[config.mk]
export PLATFORM = sky130hd
export DESIGN_NAME = load_store_unit
export DESIGN_NICKNAME = d
export VERILOG_FILES = /design/src/rtl/load_store_unit.sv
export SDC_FILE = /design/constraint.sdc
export NUM_CORES = 1
export LEC_CHECK = 0
export CAP_MARGIN = 25
export CORE_ASPECT_RATIO = 0.7
export CORE_MARGIN = 1.5
export CORE_UTILIZATION = 50
export CTS_CLUSTER_DIAMETER = 30
export DETAILED_ROUTE_END_ITERATION = 8
export GPL_TIMING_DRIVEN = 0
export PLACE_DENSITY = 0.95
export SETUP_SLACK_MARGIN = 0.2
export SLEW_MARGIN = 10
export SYNTH_ARGS = -nofsm -noshare
export SYNTH_HDL_FRONTEND = slang
export SYNTH_SLANG_ARGS = --single-unit
[constraint.sdc]
create_clock -name clk -period 14.2 [get_ports clk]
set_input_delay 4.26 -clock clk [delete_from_list [all_inputs] [get_ports clk]]
set_output_delay 4.26 -clock clk [all_outputs]
set_load 0.01 [all_outputs]
[src/rtl/load_store_unit.sv]
// RV32I memory-access stage: one load/store per request over a ready/valid data bus,
// with lane steering, byte enables and load extension. Optional trap: LSU_MISALIGN_TRAP_EN.
module load_store_unit #(
  parameter int unsigned TIMEOUT_CYCLES = 255
) (
  input  logic        clk,
  input  logic        reset,
  input  logic        startAccess,
  input  logic        isStore,
  input  logic [2:0]  funct3,
  input  logic [31:0] address,
  input  logic [31:0] storeData,
  output logic        busy,
  output logic        accessDone,
  output logic [31:0] loadData,
  output logic        accessFault,
  output logic        misaligned,
  output logic        memReq,
  output logic        memWe,
  output logic [31:0] memAddr,
  output logic [31:0] memWData,
  output logic [3:0]  memByteEn,
  input  logic [31:0] memRData,
  input  logic        memReady
);

  localparam logic [1:0] S_IDLE = 2'd0;
  localparam logic [1:0] S_REQ  = 2'd1;
  localparam logic [1:0] S_DONE = 2'd2;

  logic [1:0]  state;
  logic        is_store_q;
  logic [2:0]  f3_q;
  logic [29:0] word_q;
  logic [1:0]  lane_q;
  logic [3:0]  be_q;
  logic [31:0] wdata_q;
  logic [15:0] wait_cnt;
  logic        fault_q;
  logic [31:0] load_q;

  logic        illegal;
  logic        misal_c;
  logic [3:0]  be_c;
  logic [31:0] wdata_c;
  logic [7:0]  byte_sel;
  logic [15:0] half_sel;
  logic [31:0] load_ext;
  logic [15:0] next_cnt;

  // Stores only have SB/SH/SW; loads additionally allow the unsigned forms.
  always_comb begin
    illegal = 1'b0;
    if (funct3 == 3'b011) illegal = 1'b1;
    else if (isStore && funct3[2]) illegal = 1'b1;
    else if (!isStore && funct3[2:1] == 2'b11) illegal = 1'b1;
  end

`ifdef LSU_MISALIGN_TRAP_EN
  logic misal_q;
  always_comb begin
    misal_c = 1'b0;
    if (funct3[1:0] == 2'b01 && address[0]) misal_c = 1'b1;
    if (funct3[1:0] == 2'b10 && address[1:0] != 2'b00) misal_c = 1'b1;
  end
  assign misaligned = (state == S_DONE) && misal_q;
`else
  assign misal_c    = 1'b0;
  assign misaligned = 1'b0;
`endif

  always_comb begin
    be_c    = 4'b1111;
    wdata_c = storeData;
    if (isStore) begin
      case (funct3[1:0])
        2'b00: begin
          be_c    = 4'b0001 << address[1:0];
          wdata_c = {4{storeData[7:0]}};
        end
        2'b01: begin
          be_c    = address[1] ? 4'b1100 : 4'b0011;
          wdata_c = {2{storeData[15:0]}};
        end
        default: begin
          be_c    = 4'b1111;
          wdata_c = storeData;
        end
      endcase
    end
  end

  always_comb begin
    case (lane_q)
      2'd0:    byte_sel = memRData[7:0];
      2'd1:    byte_sel = memRData[15:8];
      2'd2:    byte_sel = memRData[23:16];
      default: byte_sel = memRData[31:24];
    endcase
    half_sel = lane_q[1] ? memRData[31:16] : memRData[15:0];
    case (f3_q)
      3'b000:  load_ext = {{24{byte_sel[7]}}, byte_sel};
      3'b100:  load_ext = {24'd0, byte_sel};
      3'b001:  load_ext = {{16{half_sel[15]}}, half_sel};
      3'b101:  load_ext = {16'd0, half_sel};
      default: load_ext = memRData;
    endcase
  end

  assign next_cnt = wait_cnt + 16'd1;

  always_ff @(posedge clk or posedge reset) begin
    if (reset) begin
      state      <= S_IDLE;
      is_store_q <= 1'b0;
      f3_q       <= 3'd0;
      word_q     <= 30'd0;
      lane_q     <= 2'd0;
      be_q       <= 4'd0;
      wdata_q    <= 32'd0;
      wait_cnt   <= 16'd0;
      fault_q    <= 1'b0;
      load_q     <= 32'd0;
`ifdef LSU_MISALIGN_TRAP_EN
      misal_q    <= 1'b0;
`endif
    end else begin
      case (state)
        S_IDLE: if (startAccess) begin
          is_store_q <= isStore;
          f3_q       <= funct3;
          word_q     <= address[31:2];
          lane_q     <= address[1:0];
          be_q       <= be_c;
          wdata_q    <= wdata_c;
          wait_cnt   <= 16'd0;
          fault_q    <= illegal;
`ifdef LSU_MISALIGN_TRAP_EN
          misal_q    <= misal_c && !illegal;
`endif
          state      <= (illegal || misal_c) ? S_DONE : S_REQ;
        end
        S_REQ: begin
          if (memReady) begin
            if (!is_store_q) load_q <= load_ext;
            state <= S_DONE;
          end else if (TIMEOUT_CYCLES != 0 && next_cnt == TIMEOUT_CYCLES[15:0]) begin
            // Timeout aborts the transfer and reports a cleared result.
            fault_q <= 1'b1;
            load_q  <= 32'd0;
            state   <= S_DONE;
          end else begin
            wait_cnt <= next_cnt;
          end
        end
        S_DONE: begin
          fault_q <= 1'b0;
`ifdef LSU_MISALIGN_TRAP_EN
          misal_q <= 1'b0;
`endif
          state   <= S_IDLE;
        end
        default: state <= S_IDLE;
      endcase
    end
  end

  assign busy        = (state != S_IDLE);
  assign accessDone  = (state == S_DONE);
  assign accessFault = (state == S_DONE) && fault_q;
  assign loadData    = load_q;
  assign memReq      = (state == S_REQ);
  assign memWe       = (state == S_REQ) && is_store_q;
  assign memAddr     = {word_q, 2'b00};
  assign memWData    = wdata_q;
  assign memByteEn   = be_q;

endmodule

==> results of run 1 <==
[metrics by stage]
step / setup slack (ns) / std cells / utilization (%) / hold WS, ns
6_report: 7.056 / 1118 / 75.08 / 0.4698
5_1_grt: 6.950 / 1118 / 75.08 / 0.4971
4_1_cts: 7.106 / 1118 / 75.08 / 0.4756
3_5_place_dp: 7.550 / 1086 / 69.77 / 0.4615
3_3_place_gp: 4.918 / 1085 / 69.51 / 0.4573
2_1_floorplan: 6.669 / 717 / - / 0.4607
[per-layer routing]
layer  vias up  share of wire [%]
li1       2926                  -
met1      3155                 41
met2       392                 45
met3        67                 11
met4         0                3.4
met5         -                  0
[sequential cells by signal, indices dropped and copies added, names as in the netlist]
register	count
loadData	32
wait_cnt	16
is_store_q	1
f3_q	3
state	2
memWData	32
memByteEn	4
fault_q	1
lane_q	2
word_q	30
[area by class of cell]
class / instances / area [um^2]
Fill cell: 831 / 3085
Clock buffer: 18 / 439.2
Inverter: 18 / 72.57
Timing Repair Buffer: 207 / 2090
Sequential cell: 123 / 3078
Tap cell: 162 / 202.7
Clock inverter: 14 / 217.7
Multi-Input combinational cell: 522 / 2943
Buffer: 54 / 251.5
[worst paths after layout]
kind | startpoint | slack, ns | to
setup / recovery | state[1] | 7.06 | memWe
hold / removal | word_q[26] | 0.47 | word_q[26]
setup reg to reg | state[1] | 11.30 | wait_cnt[7]
hold reg to reg | word_q[26] | 0.47 | word_q[26]
max in group asynchronous | reset | 9.23 | memWData[16]
min in group asynchronous | reset | 4.24 | word_q[25]
[worst min-delay path, cell delays in order (launching register included)]
cell     delay (ns)
dfrtp_1        0.34
nand2_1        0.05
nand2_1        0.05
[placed cells by master (no fill, tap or decap), types with 9 or more instances in the layout]
cell,count
clkdlybuf4s50_1,206
o31ai_1,19
o21ai_0,26
clkbuf_16,17
a21o_1,9
dfrtp_1,123
a31oi_1,12
o2bb2ai_1,25
clkbuf_1,31
nor2b_1,29
a21oi_1,25
nor3b_1,9
mux2i_1,9
a211oi_1,10
nand2_1,202
inv_1,17
nand3_1,9
nor2_1,43
buf_2,9
[cell families after synthesis]
kind of cell | count (synthesis) | share of synthesized area (%)
adder cells (fa/ha/maj) | 6 | 1.186
buffers and inverters | 72 | 5.038
AO/OA/AOI/OAI | 160 | 17.92
XOR/XNOR | 1 | 0.1383
AND/OR/NAND/NOR | 340 | 24.74
multiplexers | 12 | 2.312
other | 1 | 0.05922
flip-flops | 123 | 48.61
[power groups by stage]
| stage | Sequential (mW) | Clock (mW) | Combinational [mW] |
|---|---|---|---|
| after detailed placement | 0.590 | 0 | 0.797 |
| after global routing | 0.607 | 0.503 | 0.874 |
| after floorplan | 0.635 | 0 | 0.322 |
| after global placement | 0.588 | 0 | 0.772 |
| final | 0.592 | 0.484 | 0.810 |
| after CTS | 0.590 | 0.485 | 0.808 |
==> results_dict.tcl, run 1 <==
set metrics [dict create \
    status "completed" \
    dp_hpwl_um 14930 \
    internal-power_mw 1.215 \
    ys_warn_count 0 \
    critical_path_buf_inv_count 4 \
    port_buffers 206 \
    path_delay_family "buffers and inverters" \
    cts_sinks 123 \
    critPathMaxStageDelay_ns 0.53 \
    grt_pass1_vias 6370 \
    synth_commonest_cells "nand2_1, dfrtp_1, nor2_1" \
    die-area_mm2 0.01336 \
    postPlaceCellArea_mm2 0.008637 \
    clk_path_buf_depth 2 \
    antenna_left 0 \
    wl_per_cell_um 18.60 \
    fin_area_mm2 0.009294 \
    worstPathCellList "inv_1, ha_1, buf_1, clkbuf_1, and2_1, clkdlybuf4s50_1" \
    vias 6540 \
    crit_path_top_delay_cell "clkdlybuf4s50_1" \
    slew_headroom_pct 47.66 \
    crit_fanout 10 \
    synthCells 715 \
    p_total_mw 1.886 \
    via_per_inst 5.850 \
    worstSkewPairLatency_ns 0.41 \
    start_util_pct 51.15 \
    die_y_um 97.16 \
    maxSlewViolCount 0 \
    p_switching_mw 0.6710 \
    grt_pass1_wl_um 33010 \
    yosysSeqAreaShare_pct 48.61 \
    drive_above_1_share_pct 6.485 \
    yosys.area.top_type "dfrtp_1" \
    p_sw_share_pct 35.58 \
    h-tree-depth 4 \
    setup_tns_ns 0 \
    firstDrtPassIters 5 \
    antenna_found_initial 0 \
    hold_viol_final 0 \
    crit_required_ns 9.94 \
    arrival_ns 2.88 \
    wirelength_um 20800 \
    cts_made_buffers 17 \
    grt_use_met3_pct 10.75 \
    cts_tree "yes" \
    io-pin-count 210 \
    antenna_cells 0 \
    clock_power_share_pct 25.7 \
    p_leak_nw 4.063 \
    synth-async-reset-ratio_pct 100.0 \
    die_w_um 137.5 \
    synth_top_area_share_pct 48.61 \
    use_met2_pct 47.73 \
    worst_slew_pin_slew_ns 0.7768 \
    timing.final.crit_share_pct 50.31 \
    ir_worst_vdd_uv 138.4 \
    critical_path_class "flip-flop to output pin" \
    track_usage_pct 32.11 \
    synth_edf_count 0 \
    fin_skew_ns 0.008148 \
    cts_hold_buf 0 \
    grt_max_degree 88 \
    reg2reg_depth 8 \
    cts_root_buf "clkbuf_16" \
    start_kind "flip-flop" \
    cap_violations 0 \
    cts_resized 0 \
    max_freq_ghz 0.1400 \
    drtIter0Drc 564 \
    grt.overflow.total 0 \
    nets 1053 \
    met1_usage_pct 43.31 \
    cp.depth 6 \
    ys_types 59 \
    syn-mean-instance-area_um2 8.856 \
    seq_power_share_pct 31.4 \
    grt-busiest-layer "met2" \
    post_cts_buffers 0 \
    ys_ff_latch 123 \
    coreArea_mm2 0.01238 \
    area_delta_synth_final_pct 46.77 \
    p_per_area_mw_per_mm2 202.9 \
    clkTransAtPathRegs_ns 0.06 \
    min_period_ns 7.144 \
    synth_ff_type "dfrtp_1" \
    setup_viol 0 \
    drc 0 \
    hp-class "flip-flop to flip-flop" \
    rsz0062_at_grt "no" \
    synthesis.area_mm2 0.006332 \
    gp_congestion 0.9099 \
    end_kind "output pin" \
    comb_power_share_pct 43.0 \
    core.rowCount 34 \
    min_delay_path_depth 2 \
    synth.most_common_cell "nand2_1" \
    synthTopCellsByArea "dfrtp_1, nand2_1, o2bb2ai_1, nor2b_1, nor2_1" \
]
Power figures use the tool's default switching activity.
==> run 2: changes to the inputs <==
- CORE_UTILIZATION: 50 -> 42
- PLACE_DENSITY: 0.95 -> 0.86
- clock period: 14.2 -> 6.45 ns (I/O delays scaled with it)
==> run 2 against run 1 <==
Compared with the run above: core utilization down 12 points; combinational power up 120%; non-clock buffer count unchanged; sequential share of layout area up 0.067 points; critical path depth unchanged; final area down 0.20%; clock skew up 0.0032 ns; routed wire length down 1.7%; critical path type unchanged.
==> results_dict.tcl, run 2 (same netlist as run 1, synthesis figures left out) <==
set metrics [dict create \
    crit_required_ns 4.51 \
    antenna_cells 0 \
    hp-class "flip-flop to flip-flop" \
    cts_hold_buf 0 \
    status "completed" \
    worstSkewPairLatency_ns 0.41 \
    reg2reg_depth 8 \
    worst_slack_ns 1.643 \
    track_usage_pct 26.14 \
    antenna_left 0 \
    setup_viol 0 \
    clk_path_buf_depth 2 \
    critical_path_buf_inv_count 4 \
    firstDrtPassIters 5 \
    cap_violations 0 \
    p_leak_nw 4.033 \
    gp_congestion 0.9278 \
    vias 6340 \
    min_period_ns 4.807 \
    slew_headroom_pct 53.99 \
    drc 0 \
    clkTransAtPathRegs_ns 0.06 \
    fillCellCount 1199 \
    wl_per_cell_um 17.76 \
    dp_hpwl_um 14750 \
    start_util_pct 43.01 \
    cts_root_buf "clkbuf_16" \
    ir_worst_vdd_uv 221.5 \
    antenna_found_initial 0 \
    cts_resized 0 \
    grt_max_degree 87 \
    fin_skew_ns 0.01134 \
    port_buffers 206 \
    worstReg2RegEnd "wait_cnt[7]" \
    p_total_mw 4.030 \
    area_delta_synth_final_pct 46.47 \
    timing.final.crit_share_pct 74.52 \
    reg2reg_from "state[1]" \
    crit_path_end "memWe" \
    worst_slew_pin_slew_ns 0.6829 \
    core.rowCount 37 \
    p_per_area_mw_per_mm2 434.5 \
    maxSlewViolCount 0 \
    cts_made_buffers 17 \
    nets 1053 \
    grt_pass1_vias 6191 \
    max_freq_ghz 0.2080 \
    final_common_cell "clkdlybuf4s50_1" \
    coreArea_mm2 0.01472 \
    worstPathCellList "inv_1, ha_1, buf_1, clkbuf_1, and2_1, clkdlybuf4s50_1" \
    die_w_um 149.8 \
    via_per_inst 5.508 \
    drtIter0Drc 493 \
    critical_path_class "flip-flop to output pin" \
    h-tree-depth 4 \
    cts_sinks 123 \
    fin_area_mm2 0.009275 \
    start_kind "flip-flop" \
    arrival_ns 2.87 \
    cts_tree "yes" \
    path_delay_family "buffers and inverters" \
    critPathMaxStageDelay_ns 0.54 \
    grt_pass1_wl_um 32210 \
    hold_viol_final 0 \
    mostFrequentLayoutCells "clkdlybuf4s50_1, nand2_1, dfrtp_1, nor2_1, clkbuf_1" \
    io-pin-count 210 \
    post_cts_buffers 0 \
    rsz0062_at_grt "no" \
    drive_above_1_share_pct 6.381 \
    postPlaceCellArea_mm2 0.008678 \
    finish.utilization_pct 63.00 \
    wirelength_um 20440 \
    die_y_um 105.7 \
    whs_ns 0.4732 \
    grt.overflow.total 0 \
    cp.depth 6 \
    crit_fanout 10 \
    die-area_mm2 0.01583 \
    crit_path_top_delay_cell "clkdlybuf4s50_1" \
    min_from "word_q[24]" \
    dp_slack_ns 2.121 \
    end_kind "output pin" \
    timing.critical_path.from "state[1]" \
    r2r_slack_ns 3.71 \
]
run 2: changes by cell type in the layout (fill, tap and decap cells not counted), sizes merged:
cell	delta
inv	-1
bufinv	-3
clkinv	+2
clkbuf	+2
run 2: tightest hold or removal path, stage by stage, from the launching register on:
cell and delay (ns):
dfrtp_1 0.34, nand2_1 0.05, nand2_1 0.06
run 2: how the worst min path moves through the flow:
stage / end / depth (start not counted)
final: word_q[24] / 2
after detailed placement: word_q[26] / 2
after global routing: word_q[26] / 2
after floorplan: is_store_q / 2
after global placement: word_q[23] / 2
after CTS: word_q[26] / 2
run 2: report_power, final:
part | internal (mW) | total [mW] | switching, mW
combinational | 0.885 | 1.76 | 0.878
clock | 0.593 | 0.970 | 0.377
sequential | 1.09 | 1.30 | 0.206
total | 2.57 | 4.03 | 1.46
run 2: routing by layer:
layer | part of all wire, % | track usage (%) | vias up
met5 | 0 | 0 | -
met4 | 1.9 | 7.843 | 0
met3 | 10 | 8.701 | 37
met2 | 45 | 39.40 | 313
met1 | 43 | 35.60 | 3058
li1 | - | - | 2932
run 2: cell type report:
| cell class | count | area [um^2] | share of cell area [%] |
|---|---|---|---|
| buffer | 54 | 251.5 | 2.711 |
| multi-input combinational | 522 | 2943 | 31.73 |
| tap | 195 | 244.0 | 2.631 |
| sequential | 123 | 3078 | 33.18 |
| clock buffer | 20 | 456.7 | 4.924 |
| clock inverter | 12 | 140.1 | 1.511 |
| timing repair buffer | 207 | 2090 | 22.53 |
| inverter | 18 | 72.57 | 0.7824 |
run 2: through the flow:
stage / instances / TNS [ns]
global route: 1151 / 0
finish: 1151 / 0
global placement: 1118 / -68.89
CTS: 1151 / 0
floorplan: 717 / 0
detailed placement: 1119 / 0
